==> config.mk <==
export PLATFORM = sky130hd
export DESIGN_NAME = pong_game_ctrl
export DESIGN_NICKNAME = d
export VERILOG_FILES = /design/src/rtl/pong_game_ctrl.sv
export SDC_FILE = /design/constraint.sdc
export NUM_CORES = 1
export LEC_CHECK = 0
export ABC_AREA = 1
export BUFFER_PORTS_ARGS = -buffer_cell sky130_fd_sc_hd__buf_2
export CAP_MARGIN = 20
export CORE_ASPECT_RATIO = 0.6
export CORE_UTILIZATION = 50
export CTS_BUF_LIST = sky130_fd_sc_hd__clkbuf_2 sky130_fd_sc_hd__clkbuf_4 sky130_fd_sc_hd__clkbuf_8
export DETAILED_ROUTE_END_ITERATION = 10
export HOLD_SLACK_MARGIN = 0.06
export PLACE_DENSITY = 0.74
export SETUP_SLACK_MARGIN = 0.15
export SYNTH_ARGS = -nofsm -noshare
export SYNTH_HDL_FRONTEND = slang
export SYNTH_SLANG_ARGS = --single-unit
==> constraint.sdc <==
create_clock -name clk -period 3.4 [get_ports clk]
set_clock_uncertainty 0.15 [all_clocks]
set_input_delay 0.51 -clock clk [delete_from_list [all_inputs] [get_ports clk]]
set_output_delay 0.51 -clock clk [all_outputs]
set_load 0.01 [all_outputs]
==> src/rtl/pong_game_ctrl.sv <==
// Pong game sequencer: serve, rally, scoring, pause and game-over; gates ball motion and paddle AI select.
// Define PONG_ATTRACT_EN to run IDLE as an AI-vs-AI attract demo.
module pong_game_ctrl #(
  parameter int unsigned DISP_COLS    = 800,
  parameter int unsigned MISS_MARGIN  = 8,
  parameter int unsigned WIN_SCORE    = 7,
  parameter int unsigned SERVE_FRAMES = 60,
  parameter int unsigned POINT_FRAMES = 90
) (
  input  logic        clk,
  input  logic        rst,
  input  logic        frame_tick,
  input  logic        start_btn,
  input  logic        two_player,
  input  logic [11:0] ball_center_col,
  output logic        ball_run,
  output logic        ball_load,
  output logic        serve_dir,
  output logic [3:0]  score_l,
  output logic [3:0]  score_r,
  output logic [1:0]  winner,
  output logic [2:0]  state,
  output logic        l_paddle_ai,
  output logic        r_paddle_ai
);

  localparam int unsigned CNT_W   = 8;
  localparam int unsigned SCORE_W = 4;
  localparam int unsigned COL_W   = 12;

  localparam logic [2:0] S_IDLE  = 3'd0;
  localparam logic [2:0] S_SERVE = 3'd1;
  localparam logic [2:0] S_PLAY  = 3'd2;
  localparam logic [2:0] S_POINT = 3'd3;
  localparam logic [2:0] S_PAUSE = 3'd4;
  localparam logic [2:0] S_OVER  = 3'd5;

  localparam logic [COL_W-1:0]   LEFT_EDGE  = COL_W'(MISS_MARGIN);
  localparam logic [COL_W-1:0]   RIGHT_EDGE = COL_W'(DISP_COLS - 1 - MISS_MARGIN);
  localparam logic [CNT_W-1:0]   SERVE_LIM  = CNT_W'(SERVE_FRAMES);
  localparam logic [CNT_W-1:0]   POINT_LIM  = CNT_W'(POINT_FRAMES);
  localparam logic [SCORE_W-1:0] WIN_VAL    = SCORE_W'(WIN_SCORE);

`ifdef PONG_ATTRACT_EN
  localparam logic IDLE_AI  = 1'b1;
  localparam logic IDLE_RUN = 1'b1;
`else
  localparam logic IDLE_AI  = 1'b0;
  localparam logic IDLE_RUN = 1'b0;
`endif

  logic [2:0]         state_q,     state_d;
  logic [CNT_W-1:0]   cnt_q,       cnt_d;
  logic [SCORE_W-1:0] score_l_q,   score_l_d;
  logic [SCORE_W-1:0] score_r_q,   score_r_d;
  logic [1:0]         winner_q,    winner_d;
  logic               serve_dir_q, serve_dir_d;
  logic               mode_2p_q,   mode_2p_d;
  logic               ball_load_q, ball_load_d;
  logic               ball_run_q,  ball_run_d;
  logic               l_ai_q,      l_ai_d;
  logic               r_ai_q,      r_ai_d;
  logic               start_prev_q;

  logic start_rise;
  logic miss_l;
  logic miss_r;
  logic new_game;

  // Previous-button register resets high so a button held through reset is not an edge.
  assign start_rise = start_btn & ~start_prev_q;
  assign miss_l     = (ball_center_col <= LEFT_EDGE);
  assign miss_r     = (ball_center_col >= RIGHT_EDGE);

  always_ff @(posedge clk) begin
    if (rst) begin
      state_q      <= S_IDLE;
      cnt_q        <= '0;
      score_l_q    <= '0;
      score_r_q    <= '0;
      winner_q     <= 2'b00;
      serve_dir_q  <= 1'b0;
      mode_2p_q    <= 1'b0;
      ball_load_q  <= 1'b0;
      ball_run_q   <= 1'b0;
      l_ai_q       <= IDLE_AI;
      r_ai_q       <= IDLE_AI;
      start_prev_q <= 1'b1;
    end else begin
      state_q      <= state_d;
      cnt_q        <= cnt_d;
      score_l_q    <= score_l_d;
      score_r_q    <= score_r_d;
      winner_q     <= winner_d;
      serve_dir_q  <= serve_dir_d;
      mode_2p_q    <= mode_2p_d;
      ball_load_q  <= ball_load_d;
      ball_run_q   <= ball_run_d;
      l_ai_q       <= l_ai_d;
      r_ai_q       <= r_ai_d;
      start_prev_q <= start_btn;
    end
  end

  // Next-state and next-output logic; outputs are derived from the next state so they align with it.
  always_comb begin
    state_d     = state_q;
    cnt_d       = cnt_q;
    score_l_d   = score_l_q;
    score_r_d   = score_r_q;
    winner_d    = winner_q;
    serve_dir_d = serve_dir_q;
    mode_2p_d   = mode_2p_q;
    ball_load_d = 1'b0;
    new_game    = 1'b0;

    case (state_q)
      S_IDLE: begin
        if (start_rise) begin
          new_game = 1'b1;
        end
`ifdef PONG_ATTRACT_EN
        // Demo rally: recenter once per miss, the pending load blocks a repeat while the ball sits at the edge.
        else if ((miss_l || miss_r) && !ball_load_q) begin
          ball_load_d = 1'b1;
          serve_dir_d = ~serve_dir_q;
        end
`endif
      end
      S_SERVE: begin
        if (frame_tick) begin
          cnt_d = cnt_q + CNT_W'(1);
          if (cnt_d == SERVE_LIM) begin
            state_d = S_PLAY;
          end
        end
      end
      S_PLAY: begin
        if (miss_l) begin
          if (score_r_q < WIN_VAL) begin
            score_r_d = score_r_q + SCORE_W'(1);
          end
          serve_dir_d = 1'b0;
          if (score_r_d == WIN_VAL) begin
            winner_d = 2'b10;
            state_d  = S_OVER;
          end else begin
            state_d = S_POINT;
          end
        end else if (miss_r) begin
          if (score_l_q < WIN_VAL) begin
            score_l_d = score_l_q + SCORE_W'(1);
          end
          serve_dir_d = 1'b1;
          if (score_l_d == WIN_VAL) begin
            winner_d = 2'b01;
            state_d  = S_OVER;
          end else begin
            state_d = S_POINT;
          end
        end else if (start_rise) begin
          state_d = S_PAUSE;
        end
      end
      S_POINT: begin
        if (frame_tick) begin
          cnt_d = cnt_q + CNT_W'(1);
          if (cnt_d == POINT_LIM) begin
            ball_load_d = 1'b1;
            state_d     = S_SERVE;
          end
        end
      end
      S_PAUSE: begin
        if (start_rise) begin
          state_d = S_PLAY;
        end
      end
      S_OVER: begin
        if (start_rise) begin
          new_game = 1'b1;
        end
      end
      default: begin
        state_d = S_IDLE;
      end
    endcase

    if (new_game) begin
      score_l_d   = '0;
      score_r_d   = '0;
      winner_d    = 2'b00;
      serve_dir_d = 1'b0;
      mode_2p_d   = two_player;
      ball_load_d = 1'b1;
      state_d     = S_SERVE;
    end

    // Every state entry restarts the frame count.
    if (state_d != state_q) begin
      cnt_d = '0;
    end

    ball_run_d = (state_d == S_PLAY) || ((state_d == S_IDLE) && IDLE_RUN);
    if (state_d == S_IDLE) begin
      l_ai_d = IDLE_AI;
      r_ai_d = IDLE_AI;
    end else begin
      l_ai_d = 1'b0;
      r_ai_d = ~mode_2p_d;
    end
  end

  assign state       = state_q;
  assign ball_run    = ball_run_q;
  assign ball_load   = ball_load_q;
  assign serve_dir   = serve_dir_q;
  assign score_l     = score_l_q;
  assign score_r     = score_r_q;
  assign winner      = winner_q;
  assign l_paddle_ai = l_ai_q;
  assign r_paddle_ai = r_ai_q;

endmodule

Yosys cells after proc, flatten, opt, wreduce, memory -nomap -nowiden
Cells that the tools add are included.
Storage, ports and cells
  flip-flop bits (word level): 27
Cells by class
  add/sub/neg operators: 3
  magnitude comparators: 4
  eq/ne operators: 12
  mux-type cells: 32
  bitwise logic cells: 4
  reductions and logical operators: 14
Operators by type and width (count)
  $mux 3: 11
  $mux 4: 7
  $pmux 3 s5: 1
  $ge 12x10->1 const B: 1
  $le 12x4->1 const B: 1
  $reduce_or 2->1: 5
  $eq 3x2->1 const B: 3
  $mux 1: 9
  $add 4x1->4 const B: 2
  $add 8x1->8 const B: 1
  $eq 4x3->1 const B: 2
  $eq 8x6->1 const B: 1
  $eq 8x7->1 const B: 1
  $lt 4x3->1 const B: 2
  $mux 2: 4
  $eq 3x3->1 const B: 2
  $logic_not 3->1: 2
  $reduce_and 2->1: 3
  $reduce_and 4->1: 1
  $reduce_bool 2->1: 2
  $eq 3x1->1 const B: 1
  $ne 3x3->1: 1
  $not 1->1: 3
  $reduce_and 3->1: 1
  other kinds (2): 2

Logic depth before layout (Yosys ltp)
  word-level depth: 13
  gate-level depth with buffers: 16

Worst setup path before layout
No wires, ideal clock.
  path kind: reg-to-reg
  start: register cnt_q[0]
  end: register cnt_q[5]
  setup time: 0.119 ns
  data arrival time: 1.664 ns
  required time: 3.131 ns
  setup slack: 1.467 ns
  cell stages (with the launch flop): 12
  buffers on the path: 0
  clock period less this slack: 1.933 ns
  cells stage by stage: dfxtp_1 -> ha_1 -> nand3_1 -> nand2_1 -> nand2_1 -> nor3_1 -> nand4_1 -> nand2_1 -> and3_1 -> nand2_1 -> nand2_4 -> nor2_2
On the way
  cells in the longest elaborated chain, start to end: 8
RTL lines
  from (decl): line 53  | logic [CNT_W-1:0] cnt_q, cnt_d;
  from (signal assigned): line 91  | cnt_q <= cnt_d;
  $add 8x1->8 (*): line 132, 167
  $eq 8x7->1 or $eq 8x6->1 (tied branches): line 168, 133
  $mux 3, on equally long branches: line 168, 133
  $mux 3, on equally long branches: line 166, 131
  $pmux 3 s5: line 117  | case (state_q)
  $mux 3: line 189  | if (new_game) begin
  $ne 3x3->1: line 200  | if (state_d != state_q) begin
  $reduce_or 2->1 (no source line)
Every way passes the cells marked *; elsewhere a longest branch is shown, timed or not.
A chain may end at the register's enable or synchronous reset.

Worst setup path after layout
  start: register cnt_q[0]
  end: register cnt_q[1]
The elaborated chain is that of the path after synthesis.

==> results.yml <==
critical_path:
  cp_data_required_time_ns: 3.43
  crit_buf_inv: 0
  r2r.worst_path.cells: 11
  path_class: "reg -> reg"
  crit_path_frequent_cell: "nand2_1"
  start_kind: "flop"
  crit_chain: "ha_1 > nand3_1 > nand2_1 > nand2_1 > nor3_1 > nand4_1 > nand2_1 > and3_1 > nand2_1 > nand2_4 > nor2_2"
  path_delay_family: "simple AND/OR/NAND/NOR gates"
  rrSetupSlack_ns: 1.23
  slowest_stage: "dfxtp_1"
  slowest_delay_ns: 0.47
  arrival_ns: 2.19
  end_kind: "flop"
  path_depth: 11
  cp_max_fo: 8
global_route:
  antenna_found_initial: 0
  grt_pass1_vias: 1262
  grt_pass1_wl_um: 5870
  grt-ovfl-total: 0
  grtUsageTotal: 0.207
  grt_start_max_net_pins: 18
synth:
  syn-num-nets: 298
  synthCells: 277
  ys_ff_latch: 27
  synthDistinctLibCells: 33
  yosysWarnings: 0
  avgSynthCellArea_um2: 6.41
  synth-seq-area-share: 0.304
  synth_area_mm2: 0.00178
die:
  core_area_mm2: 0.00332
  rows: 16
  die_h_um: 48.2
  start_util: 0.535
  die_w_um: 79.0
  die_area_mm2: 0.00380
  ios: 35
sta:
  slew_violations: 0
  hold_violations: 0
  tns_ns: 0
  max_freq_mhz: 461
  timing.hold.ws_ns: 0.269
  tightestPinTransition_ns: 0.772
  min_period_over_period: 0.637
  max_slew_margin: 0.484
  rsz0062_at_grt: "false"
  timing.final.crit_period_ns: 2.17
  setup-violations-final: 0
clocking:
  clock_latency_ns: 0.28
  ctsHoldBuffers: 0
  cts_root_buf: "clkbuf_8"
  cts.htree.levels: 1
  clock-sinks: 27
  clockBufferDepth: 2
  clk_pin_slew_ns: 0.10
  cts-resized-gates: 0
  numCtsBuffers: 3
  cts_setup_buffers: 0
  cts_tree: "built"
final_layout:
  areaGrowthSynthToFinish_pct: 14.2
  fin_cells: 356
  n_antenna_cell: 0
  final_nets: 333
  drive_above_1_share: 0.260
  fin_util: 0.610
power_and_ir_drop:
  finalPower_mw: 0.592
  powerDensity_mw_per_mm2: 292
  p_leak_nw: 0.977
  peakVddDrop_uv: 175
run_status:
  outcome: "completed"
detailed_routing:
  drc: 0
  dr.first_iter.drc_count: 84
  first_pass_iters: 4
  vias: 1697
  routed_wl_um: 3760
  post_drt_wl_per_cell_um: 10.6
  postRouteAntennaNets: 0
  vias_per_cell: 4.77
placement:
  placedCellCount: 352
  dp_hpwl_um: 3080
  gp_congestion: 0.882
  io_buffers: 33
job:
  drv_cap: 0
min_path:
  min_path_cells: 3
  hold_path_class: "in -> reg"
-- worst min-delay path, cell delays in order --
cell     delay, ns
buf_2         0.07
inv_1         0.04
nand2_1       0.05
-- cells in the final DEF, fill, tap and decap left out, types with 2 or more instances in the layout --
| cell | count |
|---|---|
| nor2_4 | 2 |
| nor3_1 | 3 |
| nand3_2 | 2 |
| nand2_1 | 66 |
| a21oi_1 | 10 |
| clkbuf_8 | 3 |
| and3_1 | 2 |
| nand3_1 | 21 |
| xnor2_1 | 2 |
| nand2_2 | 9 |
| dfxtp_1 | 27 |
| ha_1 | 4 |
| nor2_1 | 31 |
| inv_2 | 9 |
| o21ai_0 | 12 |
| nor2_2 | 16 |
| buf_2 | 33 |
| inv_1 | 39 |
| nand4_1 | 5 |
-- power by group --
| part | internal [mW] | leakage [nW] | switching [mW] | total [mW] |
|---|---|---|---|---|
| logic | 0.0247 | 0.732 | 0.0428 | 0.0674 |
| clock network | 0.0862 | 0.0261 | 0.109 | 0.195 |
| registers | 0.322 | 0.218 | 0.00700 | 0.329 |
| total | 0.433 | 0.977 | 0.159 | 0.592 |
-- cell type report --
type / count / area [um^2]
clock buffer: 3 / 41.3
clock inverter: 1 / 8.76
fill: 335 / 1290
inverter: 48 / 180
multi-input combinational: 199 / 1040
sequential: 27 / 541
tap: 45 / 56.3
timing repair buffer: 33 / 165
-- per-stage QoR --
step | setup slack (ns) | instance area, um^2
2_1_floorplan | 1.47 | 1780
3_3_place_gp | 1.24 | 1980
3_5_place_dp | 1.21 | 1980
4_1_cts | 1.25 | 2030
5_1_grt | 1.02 | 2030
6_report | 1.23 | 2030
-- cell usage after synthesis --
cell / n / share of area
buf_2: 1 / 0.0028
a21boi_2: 1 / 0.0063
a31oi_1: 1 / 0.0035
buf_4: 2 / 0.0084
nor3_4: 1 / 0.0092
nor3_1: 3 / 0.0084
o21a_1: 1 / 0.0042
and3_1: 2 / 0.0070
ha_1: 4 / 0.028
inv_2: 9 / 0.019
mux2i_1: 1 / 0.0056
nand3_1: 21 / 0.059
nand2_1: 66 / 0.14
nor2_1: 31 / 0.065
nand4_2: 1 / 0.0070
nand2_2: 9 / 0.032
inv_1: 39 / 0.082
conb_1: 1 / 0.0021
nand2_4: 1 / 0.0063
dfxtp_1: 27 / 0.30
nand2b_1: 1 / 0.0035
nor3b_1: 1 / 0.0042
nand3_2: 2 / 0.011
nor2_4: 2 / 0.013
o21ai_0: 12 / 0.034
a21oi_2: 1 / 0.0049
nand3_4: 1 / 0.0099
xnor2_1: 2 / 0.0099
nor2_2: 16 / 0.056
nand4_1: 5 / 0.018
o211ai_1: 1 / 0.0042
o21ai_1: 1 / 0.0028
a21oi_1: 10 / 0.028
-- metal layers --
metal,share of wire,up-vias,track usage
met5,0,-,0
met2,0.33,55,0.270
met1,0.57,707,0.333
li1,-,933,-
met3,0.098,2,0.0505
met4,0.0019,0,0.0327
-- registers in the layout, indices dropped and copies added (netlist names) --
| name | flops |
|---|---|
| mode_2p_q | 1 |
| score_r | 4 |
| ball_run | 1 |
| state | 3 |
| winner | 2 |
| score_l | 4 |
| start_prev_q | 1 |
| cnt_q | 8 |
| serve_dir | 1 |
| ball_load | 1 |
| r_paddle_ai | 1 |
-- cell families (layout without fill, tap and decap cells) --
family	after synthesis	count (layout)	share of synthesized area
AOI/OAI and AO/OA	28	28	0.0880
xor gates and xnor gates	2	2	0.00986
adders and majority gates	4	4	0.0282
buffers and inverters	51	85	0.113
DFF	27	27	0.304
muxes	1	1	0.00563
other	1	1	0.00211
and+or+nand+nor	163	163	0.449
-- path summary, 6_finish.rpt --
| path | from | to |
|---|---|---|
| setup / recovery | cnt_q[0] | cnt_q[1] |
| hold / removal | start_btn | start_prev_q |
| setup reg to reg | cnt_q[0] | cnt_q[1] |
| hold reg to reg | winner[1] | winner[1] |
Note: power is estimated with default switching activity, not from simulation.
